`config.mk`:
```
export PLATFORM = sky130hd
export DESIGN_NAME = rtc_reg_bank
export DESIGN_NICKNAME = d
export VERILOG_FILES = /design/src/rtl/rtc_bank_pkg.sv /design/src/rtl/reg_bank_scan_seq.sv /design/src/rtl/rtc_reg_bank.sv
export SDC_FILE = /design/constraint.sdc
export NUM_CORES = 1
export LEC_CHECK = 0
export CORE_ASPECT_RATIO = 0.5
export CORE_UTILIZATION = 33
export DETAILED_ROUTE_END_ITERATION = 8
export DONT_BUFFER_PORTS = 1
export SLEW_MARGIN = 0
export SYNTH_ARGS = -nofsm -noshare
export SYNTH_HDL_FRONTEND = slang
export SYNTH_SLANG_ARGS = --single-unit
```
`constraint.sdc`:
```
create_clock -name clk -period 3.3 [get_ports clk]
set_input_delay 0 -clock clk [delete_from_list [all_inputs] [get_ports clk]]
set_output_delay 0 -clock clk [all_outputs]
set_load 0.01 [all_outputs]
```
`src/rtl/rtc_bank_pkg.sv`:
```
// rtl/rtc_bank_pkg.sv - shared types, defaults and index-width helper for the RTC register bank
package rtc_bank_pkg;

  localparam int DEF_DATA_W   = 8;
  localparam int DEF_NUM_REGS = 11;

  typedef enum logic [1:0] {
    CAP_IDLE   = 2'd0,
    CAP_CAPT   = 2'd1,
    CAP_COMMIT = 2'd2
  } cap_state_e;

  typedef enum logic {
    SCN_GAP  = 1'b0,
    SCN_SCAN = 1'b1
  } scan_state_e;

  function automatic int idx_w(input int n);
    return (n < 2) ? 1 : $clog2(n);
  endfunction

endpackage

```
`src/rtl/reg_bank_scan_seq.sv`:
```
// rtl/reg_bank_scan_seq.sv - free-running GAP/SCAN sequencer with registered bank read mux
module reg_bank_scan_seq
  import rtc_bank_pkg::*;
#(
  parameter int DATA_W   = DEF_DATA_W,
  parameter int NUM_REGS = DEF_NUM_REGS,
  parameter int SCAN_GAP = 1
) (
  input  logic                       clk,
  input  logic                       reset,
  input  logic [NUM_REGS*DATA_W-1:0] bank_flat,
  output logic [DATA_W-1:0]          scan_data,
  output logic [idx_w(NUM_REGS)-1:0] scan_idx,
  output logic                       scan_valid,
  output logic                       scan_frame
);

  localparam int IW = idx_w(NUM_REGS);
  localparam int CW = idx_w(SCAN_GAP + 1);
  localparam logic [IW-1:0] LAST_IDX = IW'(NUM_REGS - 1);

  scan_state_e       state_q, state_d;
  logic [CW-1:0]     cnt_q, cnt_d;
  logic [IW-1:0]     idx_q, idx_d;
  logic [DATA_W-1:0] data_q;

  always_comb begin
    state_d = state_q;
    cnt_d   = cnt_q;
    idx_d   = idx_q;
    if (state_q == SCN_GAP) begin
      if (cnt_q == CW'(1)) begin
        state_d = SCN_SCAN;
        idx_d   = '0;
      end else begin
        cnt_d = cnt_q - 1'b1;
      end
    end else if (idx_q == LAST_IDX) begin
      state_d = SCN_GAP;
      cnt_d   = CW'(SCAN_GAP);
      idx_d   = '0;
    end else begin
      idx_d = idx_q + 1'b1;
    end
  end

  // Read the bank as it stands before this edge, so a commit shows from the next word on.
  always_ff @(posedge clk) begin
    if (reset) begin
      state_q <= SCN_GAP;
      cnt_q   <= CW'(SCAN_GAP);
      idx_q   <= '0;
      data_q  <= '0;
    end else begin
      state_q <= state_d;
      cnt_q   <= cnt_d;
      idx_q   <= idx_d;
      data_q  <= (state_d == SCN_SCAN) ? bank_flat[idx_d*DATA_W +: DATA_W] : '0;
    end
  end

  assign scan_data  = data_q;
  assign scan_idx   = idx_q;
  assign scan_valid = (state_q == SCN_SCAN);
  assign scan_frame = (state_q == SCN_SCAN) && (idx_q == '0);

endmodule

```
`src/rtl/rtc_reg_bank.sv`:
```
// rtl/rtc_reg_bank.sv - burst capture into shadow bank, atomic commit, optional scan (REG_BANK_SCAN_EN)
module rtc_reg_bank
  import rtc_bank_pkg::*;
#(
  parameter int DATA_W   = DEF_DATA_W,
  parameter int NUM_REGS = DEF_NUM_REGS,
  parameter int SCAN_GAP = 1
) (
  input  logic                       clk,
  input  logic                       reset,
  input  logic                       burst_start,
  input  logic                       burst_abort,
  input  logic [DATA_W-1:0]          data_in,
  input  logic                       data_valid,
  output logic [NUM_REGS*DATA_W-1:0] regs_flat,
  output logic                       bank_valid,
  output logic                       commit_pulse,
  output logic                       busy,
  output logic                       overflow,
  output logic [DATA_W-1:0]          scan_data,
  output logic [idx_w(NUM_REGS)-1:0] scan_idx,
  output logic                       scan_valid,
  output logic                       scan_frame
);

  localparam int IW = idx_w(NUM_REGS);
  localparam logic [IW-1:0] LAST_IDX = IW'(NUM_REGS - 1);

  if (NUM_REGS < 2 || SCAN_GAP < 1) begin : g_param_check
    $error("rtc_reg_bank: NUM_REGS must be >= 2 and SCAN_GAP >= 1");
  end

  cap_state_e        state_q, state_d;
  logic [IW-1:0]     wr_idx_q, wr_idx_d;
  logic              overflow_q, overflow_d;
  logic              bank_valid_q;
  logic [DATA_W-1:0] shadow_q [NUM_REGS];
  logic [DATA_W-1:0] bank_q   [NUM_REGS];
  logic              shadow_we;
  logic [IW-1:0]     shadow_addr;
  logic              commit;

  always_comb begin
    state_d     = state_q;
    wr_idx_d    = wr_idx_q;
    overflow_d  = overflow_q;
    shadow_we   = 1'b0;
    shadow_addr = wr_idx_q;
    commit      = 1'b0;
    if (burst_abort) begin
      state_d  = CAP_IDLE;
      wr_idx_d = '0;
    end else begin
      // A pending commit completes even when a new burst opens in the same cycle.
      commit = (state_q == CAP_COMMIT);
      if (burst_start) begin
        state_d     = CAP_CAPT;
        overflow_d  = 1'b0;
        shadow_addr = '0;
        shadow_we   = data_valid;
        wr_idx_d    = data_valid ? IW'(1) : '0;
      end else begin
        case (state_q)
          CAP_CAPT: begin
            if (data_valid) begin
              shadow_we = 1'b1;
              if (wr_idx_q == LAST_IDX) begin
                state_d  = CAP_COMMIT;
                wr_idx_d = '0;
              end else begin
                wr_idx_d = wr_idx_q + 1'b1;
              end
            end
          end
          CAP_COMMIT: begin
            state_d = CAP_IDLE;
            if (data_valid) overflow_d = 1'b1;
          end
          default: ;
        endcase
      end
    end
  end

  always_ff @(posedge clk) begin
    if (reset) begin
      state_q      <= CAP_IDLE;
      wr_idx_q     <= '0;
      overflow_q   <= 1'b0;
      bank_valid_q <= 1'b0;
      for (int k = 0; k < NUM_REGS; k++) begin
        shadow_q[k] <= '0;
        bank_q[k]   <= '0;
      end
    end else begin
      state_q    <= state_d;
      wr_idx_q   <= wr_idx_d;
      overflow_q <= overflow_d;
      if (shadow_we) shadow_q[shadow_addr] <= data_in;
      if (commit) begin
        bank_q       <= shadow_q;
        bank_valid_q <= 1'b1;
      end
    end
  end

  for (genvar k = 0; k < NUM_REGS; k++) begin : g_flat
    assign regs_flat[k*DATA_W +: DATA_W] = bank_q[k];
  end

  assign bank_valid   = bank_valid_q;
  assign commit_pulse = (state_q == CAP_COMMIT);
  assign busy         = (state_q != CAP_IDLE);
  assign overflow     = overflow_q;

`ifdef REG_BANK_SCAN_EN
  reg_bank_scan_seq #(
    .DATA_W   (DATA_W),
    .NUM_REGS (NUM_REGS),
    .SCAN_GAP (SCAN_GAP)
  ) u_scan (
    .clk        (clk),
    .reset      (reset),
    .bank_flat  (regs_flat),
    .scan_data  (scan_data),
    .scan_idx   (scan_idx),
    .scan_valid (scan_valid),
    .scan_frame (scan_frame)
  );
`else
  assign scan_data  = '0;
  assign scan_idx   = '0;
  assign scan_valid = 1'b0;
  assign scan_frame = 1'b0;
`endif

endmodule

```
==> results.md <==
- Status: finished clean
- Antenna Violating Nets Remaining: 0
- Critical Path AT: 2160 ps
- Via count: 4857
- Crit-path cells: or3b_4 -> nand2_1 -> a21oi_1
- Worst setup path endpoint: regs_flat[71]$_SDFFE_PP0P_
- DRT Pass-1 Iters: 4
- Async SR Flop Fraction: 0%
- FF+latch count, synth: 184
- CP max stage delay: 890 ps
- Setup bufs post-CTS: 0
- TritonCTS clock tree: built
- CP Max Fanout: 88
- Hpwl dp: 10000 µm
- CTS Buffer Depth: 2
- HP Start: reset
- Critical Path End Type: flop
- CTS Buf Count: 17
- Slew at the pin with the worst max-slew slack: 1080 ps
- Die X: 212 µm
- Worst setup startpoint: state_q[0]$_SDFFE_PP0P_
- CP required: 3640 ps
- Final Setup Violations: 0
- Post-Synth Simple-Gate Area: 23.4%
- Commonest non-fill, non-tap cell in the layout: dfxtp_1
- Setup TNS: 0 ps
- Largest net degree at the start of global routing: 181
- Storage cell area: 0.00368 mm²
- Setup CP Type: flop to flop
- # IOs: 119
- P per Cell Area: 554 mW/mm²
- Residual DRC count: 0
- Area occupied by multi-input gates: 0.00320 mm²
- P_leak: 3.13 nW
- Via/cell ratio: 4.67
- FP Rows: 37
- CP Depth: 3
- Reg clk slew, reported paths: 70 ps
- Core area: 0.0210 mm²
- First-pass GRT wire length: 25600 µm
- Layout cell share with drive strength beyond 1: 7.09%
- Worst R2R Start: state_q[0]$_SDFFE_PP0P_
- Initial antenna violation count: 0
- Global route overflow: 0
- Number of global-route vias before repair: 4627
- Final slew viol count: 0
- XOR/XNOR Fraction of Synth Area: 0%
- Sequential area share after synthesis: 50.8%
- Maximum vdd drop: 0.283 mV
- PortBufs: 0
- Worst R2R End: regs_flat[71]$_SDFFE_PP0P_
- Post-DR wirelength/cell: 15.7 µm
- Min-delay worst type: input port to flop
- DP Worst Slack: 1450 ps
- Clock tree sinks: 184
- Crit path time final: 1820 ps
- Fillers: 2104
- Synthesized area: 0.00724 mm²
- Area Growth Syn to Fin: 9.55%
- Delay-heaviest family, CP: simple AND/OR/NAND/NOR gates
- Nets: 751
- Final hold violations: 0
- Unrepaired setup endpoints after global routing: no
- Slew headroom: 28.3%
- Ant diodes: 0
- Mux share of post-synthesis cell area: 12.2%
- Hold buffers post-CTS: 5
- Post-CTS sizing: 0
- Max-cap viol count: 0
- Post-synth EDFFs: 0
- Synth warnings: 0
- Cells on worst reg2reg path: 3
- Max frequency: 0.550 GHz
- Clock skew: 10.5 ps
- Detailed Route WL: 16400 µm
- Ys flop type: dfxtp_1
- Synth Area in Adders: 0.345%
- Clk_lat worst skew: 420 ps
- Drt initial violations: 252
- Largest family of logic cells by synthesized area: simple AND/OR/NAND/NOR gates
- Chip height: 107 µm
- Die area: 0.0226 mm²
- Worst path slowest cell: or3b_4
- Most frequent cells in the layout: 184 x dfxtp_1, 179 x nand2_1, 96 x nand2b_1
- Starting Density: 34.5%
- Final worst slack: 1480 ps
- RePlAce Congestion: 0.754
- Reg2reg setup slack: 1480 ps
- Clock Root Buffer: clkbuf_16
- Tcrit/Tclk final: 55.1%
- Post-synthesis compound-gate area fraction: 7.41%
- Tot GR Track Use: 14.9%
- Avg Cell Area, Syn: 9.42 µm²
- H-Tree Level Count: 4
- Startpoint types: flop
- CP Buf/Inv Count: 0
- Yosys cell types: 44
- Post-synthesis cell count: 769
power by group:
part / internal [mW] / leakage (nW) / switching [mW]
Sequential: 2.23 / 1.48 / 0.00542
Combinational: 0.0374 / 1.35 / 0.0861
Clock: 1.20 / 0.292 / 0.849
sequential cells by signal (all words and copies together) (netlist names):
name        count
regs_flat      88
shadow_q       88
wr_idx_q        4
state_q         2
bank_valid      1
overflow        1
area by class of cell:
class	instances	area share [%]
Sequential cell	184	46.4
Inverter	2	0.0946
Clock inverter	10	1.47
Multi-Input combinational cell	524	40.3
Tap cell	292	4.60
Clock buffer	21	6.05
Timing Repair Buffer	7	1.04
routing by layer:
metal  share of wire [%]  global-route usage, %  routed length [µm]
met1                  47                   19.0                7690
met2                  46                   23.8                7580
met3                 5.5                   4.80                 904
met4                 1.2                   4.76                 199
met5                   0                      0                   0
metrics by stage:
stage	utilization, %	cells	instance area, µm²	hold WS, ps	total power [mW]
after floorplan	-	782	7290	100	2.38
after global placement	34.6	1004	7270	80.3	2.37
after detailed placement	34.6	1004	7270	80.8	2.37
after CTS	37.8	1040	7940	75.8	4.45
after global routing	37.8	1040	7940	96.3	4.56
final	37.8	1040	7940	67.5	4.40
worst register-to-register path, cell delays in order (launching register included):
cell     delay [ps]
dfxtp_1         490
or3b_4          890
nand2_1         180
a21oi_1         180
worst min-delay path by stage:
stage,slack [ps],end,depth (start not counted)
detailed placement,80,regs_flat[51]$_SDFFE_PP0P_,1
floorplan,100,state_q[0]$_SDFFE_PP0P_,1
global route,100,regs_flat[81]$_SDFFE_PP0P_,4
finish,70,regs_flat[54]$_SDFFE_PP0P_,2
global placement,80,regs_flat[62]$_SDFFE_PP0P_,1
CTS,80,regs_flat[85]$_SDFFE_PP0P_,4
cells by family (layout without fill, tap and decap cells):
group                      count (synthesis)  after routing
and+or+nand+nor                          320            320
other                                      1             14
DFF                                      184            184
adders and majority gates                  2              2
buffers and inverters                     74             40
AOI/OAI and AO/OA                        100            100
muxes                                     88             88
cell usage after synthesis (3+ instances only):
cell type	instances	share of area, %
mux2i_1	88	12
nand3_1	3	0.21
nand2_1	179	9.3
dfxtp_1	184	51
buf_6	5	0.78
nand3_4	7	1.7
nor2_1	7	0.36
buf_2	7	0.48
buf_4	20	2.1
o21ai_0	3	0.21
nand2b_1	96	8.3
clkbuf_1	38	2.0
nor2b_1	4	0.35
a21oi_1	91	6.3
No activity file was read; power rests on OpenSTA's default activity.
